===== config.mk =====
export PLATFORM = sky130hd
export DESIGN_NAME = hazard_unit
export DESIGN_NICKNAME = d
export VERILOG_FILES = /design/src/rtl/hazard_unit.sv
export SDC_FILE = /design/constraint.sdc
export NUM_CORES = 1
export LEC_CHECK = 0
export BUFFER_PORTS_ARGS = -buffer_cell sky130_fd_sc_hd__buf_2
export CAP_MARGIN = 20
export CORE_MARGIN = 3
export CORE_UTILIZATION = 40
export CTS_CLUSTER_SIZE = 28
export DETAILED_ROUTE_END_ITERATION = 7
export SETUP_SLACK_MARGIN = 0.15
export SLEW_MARGIN = 20
export SYNTH_ARGS = -nofsm -noshare
export SYNTH_HDL_FRONTEND = slang
export SYNTH_SLANG_ARGS = --single-unit
export TNS_END_PERCENT = 1

===== constraint.sdc =====
create_clock -name clk -period 3.36 [get_ports clk]
set_clock_uncertainty 0.05 [all_clocks]
set_input_delay 1.008 -clock clk [delete_from_list [all_inputs] [get_ports clk]]
set_output_delay 1.008 -clock clk [all_outputs]
set_load 0.02 [all_outputs]

===== src/rtl/hazard_unit.sv =====
// Pipeline hazard controller for the five-stage core: shadows destination tags of
// EX/MEM/WB, produces forwarding selects, load-use and carry stalls, and branch flush.
module hazard_unit #(
  parameter int CNT_W = 16
) (
  input  logic             clk,
  input  logic             rst_n,
  input  logic             id_valid,
  input  logic [4:0]       id_rs1,
  input  logic [4:0]       id_rs2,
  input  logic [1:0]       id_sr,
  input  logic [4:0]       id_rd,
  input  logic             id_rf_le,
  input  logic             id_load,
  input  logic             id_psw_le,
  input  logic             id_psw_re,
  input  logic             ex_taken,
  output logic             stall,
  output logic             idex_bubble,
  output logic             ifid_flush,
  output logic [1:0]       fwd_a,
  output logic [1:0]       fwd_b,
  output logic [CNT_W-1:0] stall_count
);

  // Only the fields each stage still needs are kept: WB never stalls, MEM never load-stalls.
  logic       r_ex_v, r_ex_rf_le, r_ex_load, r_ex_psw_le;
  logic [4:0] r_ex_rd;
  logic       r_mem_v, r_mem_rf_le, r_mem_psw_le;
  logic [4:0] r_mem_rd;
  logic       r_wb_v, r_wb_rf_le;
  logic [4:0] r_wb_rd;
  logic [CNT_W-1:0] r_cnt;

  logic       w_lu, w_cs, w_stall;
  logic [4:0] w_rs [2];
  logic [1:0] w_fwd [2];

  assign w_rs[0] = id_rs1;
  assign w_rs[1] = id_rs2;

  genvar gi;
  generate
    for (gi = 0; gi < 2; gi++) begin : g_fwd
      logic w_ex_hit, w_mem_hit, w_wb_hit;
      assign w_ex_hit  = r_ex_v  & r_ex_rf_le  & (r_ex_rd  == w_rs[gi]) & (w_rs[gi] != 5'd0);
      assign w_mem_hit = r_mem_v & r_mem_rf_le & (r_mem_rd == w_rs[gi]) & (w_rs[gi] != 5'd0);
      assign w_wb_hit  = r_wb_v  & r_wb_rf_le  & (r_wb_rd  == w_rs[gi]) & (w_rs[gi] != 5'd0);

      always_comb begin
        w_fwd[gi] = 2'b00;
        if (w_ex_hit)       w_fwd[gi] = 2'b01;
        else if (w_mem_hit) w_fwd[gi] = 2'b10;
        else if (w_wb_hit)  w_fwd[gi] = 2'b11;
      end
    end
  endgenerate

  assign w_lu = r_ex_v & r_ex_load & r_ex_rf_le & (r_ex_rd != 5'd0) &
                ((id_sr[0] & (id_rs1 == r_ex_rd)) | (id_sr[1] & (id_rs2 == r_ex_rd)));

  // PSW carry is written at the end of WB, so only EX and MEM producers block a reader.
  assign w_cs = id_valid & id_psw_re &
                ((r_ex_v & r_ex_psw_le) | (r_mem_v & r_mem_psw_le));

  assign w_stall = id_valid & (w_lu | w_cs);

  assign stall       = rst_n & w_stall;
  assign idex_bubble = rst_n & w_stall;
  assign ifid_flush  = rst_n & ex_taken & ~w_stall;
  assign fwd_a       = rst_n ? w_fwd[0] : 2'b00;
  assign fwd_b       = rst_n ? w_fwd[1] : 2'b00;
  assign stall_count = r_cnt;

  always_ff @(posedge clk or negedge rst_n) begin
    if (!rst_n) begin
      r_ex_v       <= 1'b0;
      r_ex_rf_le   <= 1'b0;
      r_ex_load    <= 1'b0;
      r_ex_psw_le  <= 1'b0;
      r_ex_rd      <= 5'd0;
      r_mem_v      <= 1'b0;
      r_mem_rf_le  <= 1'b0;
      r_mem_psw_le <= 1'b0;
      r_mem_rd     <= 5'd0;
      r_wb_v       <= 1'b0;
      r_wb_rf_le   <= 1'b0;
      r_wb_rd      <= 5'd0;
      r_cnt        <= '0;
    end else begin
      r_wb_v       <= r_mem_v;
      r_wb_rf_le   <= r_mem_rf_le;
      r_wb_rd      <= r_mem_rd;
      r_mem_v      <= r_ex_v;
      r_mem_rf_le  <= r_ex_rf_le;
      r_mem_psw_le <= r_ex_psw_le;
      r_mem_rd     <= r_ex_rd;
      r_ex_v       <= id_valid & ~w_stall;
      r_ex_rf_le   <= id_rf_le;
      r_ex_load    <= id_load;
      r_ex_psw_le  <= id_psw_le;
      r_ex_rd      <= id_rd;
      if (w_stall && (r_cnt != {CNT_W{1'b1}}))
        r_cnt <= r_cnt + CNT_W'(1);
    end
  end

endmodule


### Yosys cells after proc, flatten, opt, wreduce, memory -nomap -nowiden

Index checks and enable logic that the tools add are counted.

| storage, ports and cells | value |
|---|---|
| memories kept | 0 |
| bits in read-only memories | 0 |
| latch bits | 0 |
| output and inout bits | 23 |
| register bits | 40 |
| memory bits (writable) | 0 |
| bits of input ports | 25 |
| word-level logic and storage cells | 69 |

| cells by class | value |
|---|---|
| shift-type cells | 0 |
| add/subtract/negate cells | 1 |
| reductions and logical operators | 4 |
| eq/ne operators | 9 |
| $lt $le $gt $ge | 0 |
| bitwise operators | 34 |
| multiply operators | 0 |
| div/mod/pow operators | 0 |
| muxes and demuxes | 8 |

Operator list:

| operator | count |
|---|---|
| $eq 5x5->1 | 8 |
| $and 1x1->1 | 30 |
| $add 16x1->16 const B | 1 |
| $mux 2 | 8 |
| $ne 16x16->1 const B | 1 |
| $reduce_bool 5->1 | 3 |
| $or 1x1->1 | 3 |
| $logic_and 1x1->1 | 1 |
| $not 1->1 | 1 |

### Depth between registers and ports, before layout

| depth | value |
|---|---|
| depth after elaboration | 8 |
| mapped depth | 7 |
| mapped depth without buffers | 6 |

### Worst setup path after synthesis

No wires, ideal clock.

| timing | value |
|---|---|
| path kind | input-to-output |
| from | in id_rs1[2] |
| to | out stall |
| data arrival time | 2.504 ns |
| slack | -0.202 ns |
| required time | 2.302 ns |
| path buffers | 1 |
| stages | 7 |
| path through | xor2_1 > or3b_4 > o22ai_2 > a21oi_2 > nand2b_1 > nor2_1 > buf_4 |

| between the ends | value |
|---|---|
| longest elaborated chain between the ends | 7 |

RTL lines:

| element | RTL line | source |
|---|---|---|
| start: declaration | 9 | `input logic [4:0] id_rs1,` |
| $eq 5x5->1 | 60 | `((id_sr[0] & (id_rs1 == r_ex_rd)) \| (id_sr[1] & (id_rs2 == r_ex_rd)));` |
| $and 1x1->1 | 60 |  |
| $or 1x1->1 | 60 |  |
| $and 1x1->1 | 59 | `assign w_lu = r_ex_v & r_ex_load & r_ex_rf_le & (r_ex_rd != 5'd0) &` |
| $or 1x1->1 | 66 | `assign w_stall = id_valid & (w_lu \| w_cs);` |
| $and 1x1->1 | 66 |  |
| $and 1x1->1 | -- |  |
| end: declaration | 18 | `output logic stall,` |

No other way between the ends.

### Worst setup path in the final report

| timing | value |
|---|---|
| from | in id_rs1[2] |
| to | out ifid_flush |

| between the ends | value |
|---|---|
| longest elaborated chain between the ends | 8 |

RTL lines:

| element | RTL line | source |
|---|---|---|
| $eq 5x5->1 | 60 |  |
| $and 1x1->1 | 60 |  |
| $or 1x1->1 | 60 |  |
| $and 1x1->1 | 59 |  |
| $or 1x1->1 | 66 |  |
| $and 1x1->1 | 66 |  |
| $not 1->1 | 70 | `assign ifid_flush = rst_n & ex_taken & ~w_stall;` |
| $and 1x1->1 | 70 |  |
| end: declaration | 20 | `output logic ifid_flush,` |

No other way between the ends.

==> results.json <==
{
  "avgRoutedWirePerCell_um": 14.2,
  "routed_wirelength_mm": 4.49,
  "end_kind": "primary output",
  "clockBufferDepth": 2,
  "grt_util_met2": 0.279,
  "area_delta_synth_final_pct": 39.9,
  "busiest_layer": "met2",
  "period_needed_ns": 3.44,
  "max_freq_mhz": 291,
  "cts_sinks": 40,
  "drv_slew": 0,
  "timing.final.crit_share": 1.02,
  "fillers": 394,
  "crit_type": "input port to primary output",
  "final_common_cell": "dfrtp_1",
  "power_density_nw_per_um2": 387,
  "synth.area.top_cells": "dfrtp_1, xnor2_1, xor2_1",
  "diodes": 0,
  "dr.pass1.iters": 4,
  "ys_warn_count": 0,
  "synth_area_leader_cell": "dfrtp_1",
  "r2r_slack_ns": 1.20,
  "power.switching_mw": 0.272,
  "drc_errors": 0,
  "layout_common_cells": "dfrtp_1, buf_2, buf_4, xnor2_1, xor2_1",
  "setup_viol": 6,
  "die_area_um2": 5740,
  "dp_hpwl_mm": 3.41,
  "hold_viol": 0,
  "cts_hold_buf": 0,
  "synth_cell_types": 36,
  "switching_share": 0.258,
  "io_buffers": 47,
  "synth_enable_flop_cells": 0,
  "place_ws_ns": -0.194,
  "die_y_um": 75.8,
  "viasPerCell": 4.95,
  "drv_cap": 0,
  "seqPwrFrac": 0.510,
  "outcome": "finished with violations",
  "start_util": 0.430,
  "failed_checks": "setup timing",
  "p_leak_nw": 1.29,
  "arrival_ns": 2.38,
  "synth_seq_cells": 40,
  "route.antenna.remaining_nets": 0,
  "tightest_slew_ns": 0.325,
  "async_flop_share": 1.00,
  "rows": 24,
  "cp_max_fo": 4,
  "gr-usage-met3": 0.0422,
  "drt_iter0_drc": 58,
  "place.gp.congestion": 0.784,
  "setup_ws_ns": -0.0809,
  "antenna_found_initial": 0,
  "cts_tree": "yes",
  "grt_pass1_wl_mm": 7.31,
  "hold_class": "register to register",
  "htreeDepth": 2,
  "num-nets-final": 276,
  "postSynthAreaPerCell_um2": 11.1,
  "startpoint_type": "input port",
  "use_met1": 0.232,
  "clock_latency_ns": 0.29,
  "synthFlopType": "dfrtp_1",
  "ir_drop_mv": 0.248,
  "die_w_um": 75.8,
  "grt_overflow": 0,
  "relSlewSlack": 0.781,
  "ys_seq_area_frac": 0.514,
  "via_count": 1558,
  "grt_max_degree": 20,
  "grt.total_usage": 0.174,
  "coreArea_um2": 4530,
  "io_pins": 48,
  "path_clk_slew_ns": 0.07,
  "rsz0062_at_grt": "yes",
  "cts_buffers": 5,
  "clockRootBuffer": "clkbuf_8",
  "drive_gt1_frac": 0.448,
  "required_ns": 2.30,
  "first_global_vias": 1570,
  "syn-cell-area_um2": 1950,
  "pwr-share-clk": 0.320,
  "p_int_mw": 0.782,
  "synth_top_area_frac": 0.514,
  "totalPowerFinal_mw": 1.05,
  "combPwrFrac": 0.170,
  "syn_nets": 202,
  "syn_inst": 176,
  "tns_ns": -0.307
}
worst paths after layout:
check / depth (start not counted) / from / end
max in group asynchronous: 2 / rst_n / stall_count[5]$_DFFE_PN0P_
worst max-delay path: 8 / id_rs1[2] / ifid_flush
worst min-delay path: 0 / r_ex_psw_le$_DFF_PN0_ / r_mem_psw_le$_DFF_PN0_
worst max register to register: 7 / r_ex_rd[2]$_DFF_PN0_ / stall_count[11]$_DFFE_PN0P_
worst min register to register: 0 / r_ex_psw_le$_DFF_PN0_ / r_mem_psw_le$_DFF_PN0_
min in group asynchronous: 1 / rst_n / r_wb_rd[3]$_DFF_PN0_
flip-flops by register name, indices dropped and copies added, names as in the netlist:
signal        flops
r_wb_rd           5
r_mem_psw_le      1
r_ex_load         1
r_wb_v            1
r_ex_rf_le        1
r_mem_rf_le       1
r_wb_rf_le        1
r_ex_rd           5
r_ex_v            1
stall_count      16
r_mem_rd          5
r_ex_psw_le       1
r_mem_v           1
area by class of cell:
class                   count  area, um^2  area share
multi-input cells         131        1080       0.397
flip-flops and latches     40        1000       0.367
repair buffers             69         454       0.167
clock buffers               7        96.3      0.0354
well taps                  65        81.3      0.0298
inverters                   3        11.3     0.00413
power groups by stage:
stage	logic [mW]	registers, mW	clock network [mW]
finish	0.179	0.538	0.337
floorplan	0.0732	0.553	0
global route	0.196	0.543	0.370
detailed placement	0.160	0.546	0
CTS	0.175	0.538	0.351
global placement	0.158	0.545	0
through the flow:
step / util / std cells / hold slack [ns] / cell area, um^2
after CTS: 0.589 / 315 / 0.337 / 2670
after global placement: 0.537 / 306 / 0.317 / 2430
after floorplan: - / 176 / 0.305 / 1990
after global routing: 0.601 / 315 / 0.358 / 2730
after detailed placement: 0.537 / 306 / 0.321 / 2430
final: 0.601 / 315 / 0.333 / 2730
cells by family after synthesis:
kind of cell | Yosys count | share of synthesized area
AND/OR/NAND/NOR | 73 | 0.209
XOR/XNOR | 44 | 0.198
flip-flops | 40 | 0.514
AO/OA/AOI/OAI | 11 | 0.0482
buffers and inverters | 5 | 0.0135
multiplexers | 2 | 0.0109
adder cells (fa/ha/maj) | 1 | 0.00642
worst max-delay path, stage by stage:
cell      delay (ns)
buf_6           0.11
xor2_2          0.15
or3b_4          0.39
o22ai_2         0.18
a21oi_2         0.08
nand2b_4        0.16
and3_4          0.17
buf_6           0.12
layer usage:
layer | share of wire | vias up
li1 | - | 761
met3 | 0.042 | 6
met4 | 0.012 | 0
met1 | 0.45 | 753
met2 | 0.49 | 38
met5 | 0 | -
synth_stat cells, types with 2 or more instances:
library cell  number
dfrtp_1           40
xnor2_1           27
xor2_1            17
nor2_1            13
nand3_1           12
nand2_1           10
nor3_1             8
nand4_1            6
or4_1              4
a21oi_1            3
and3_1             3
inv_1              3
nor4_1             3
and4_1             2
buf_4              2
nand2b_1           2
or3b_4             2
timing repair:
item                       CTS  global route
setup endpoints to repair    7             7
pin swaps                   19             8
gates resized for setup     30             9
buffers inserted             2             0
Power figures use the tool's default switching activity.
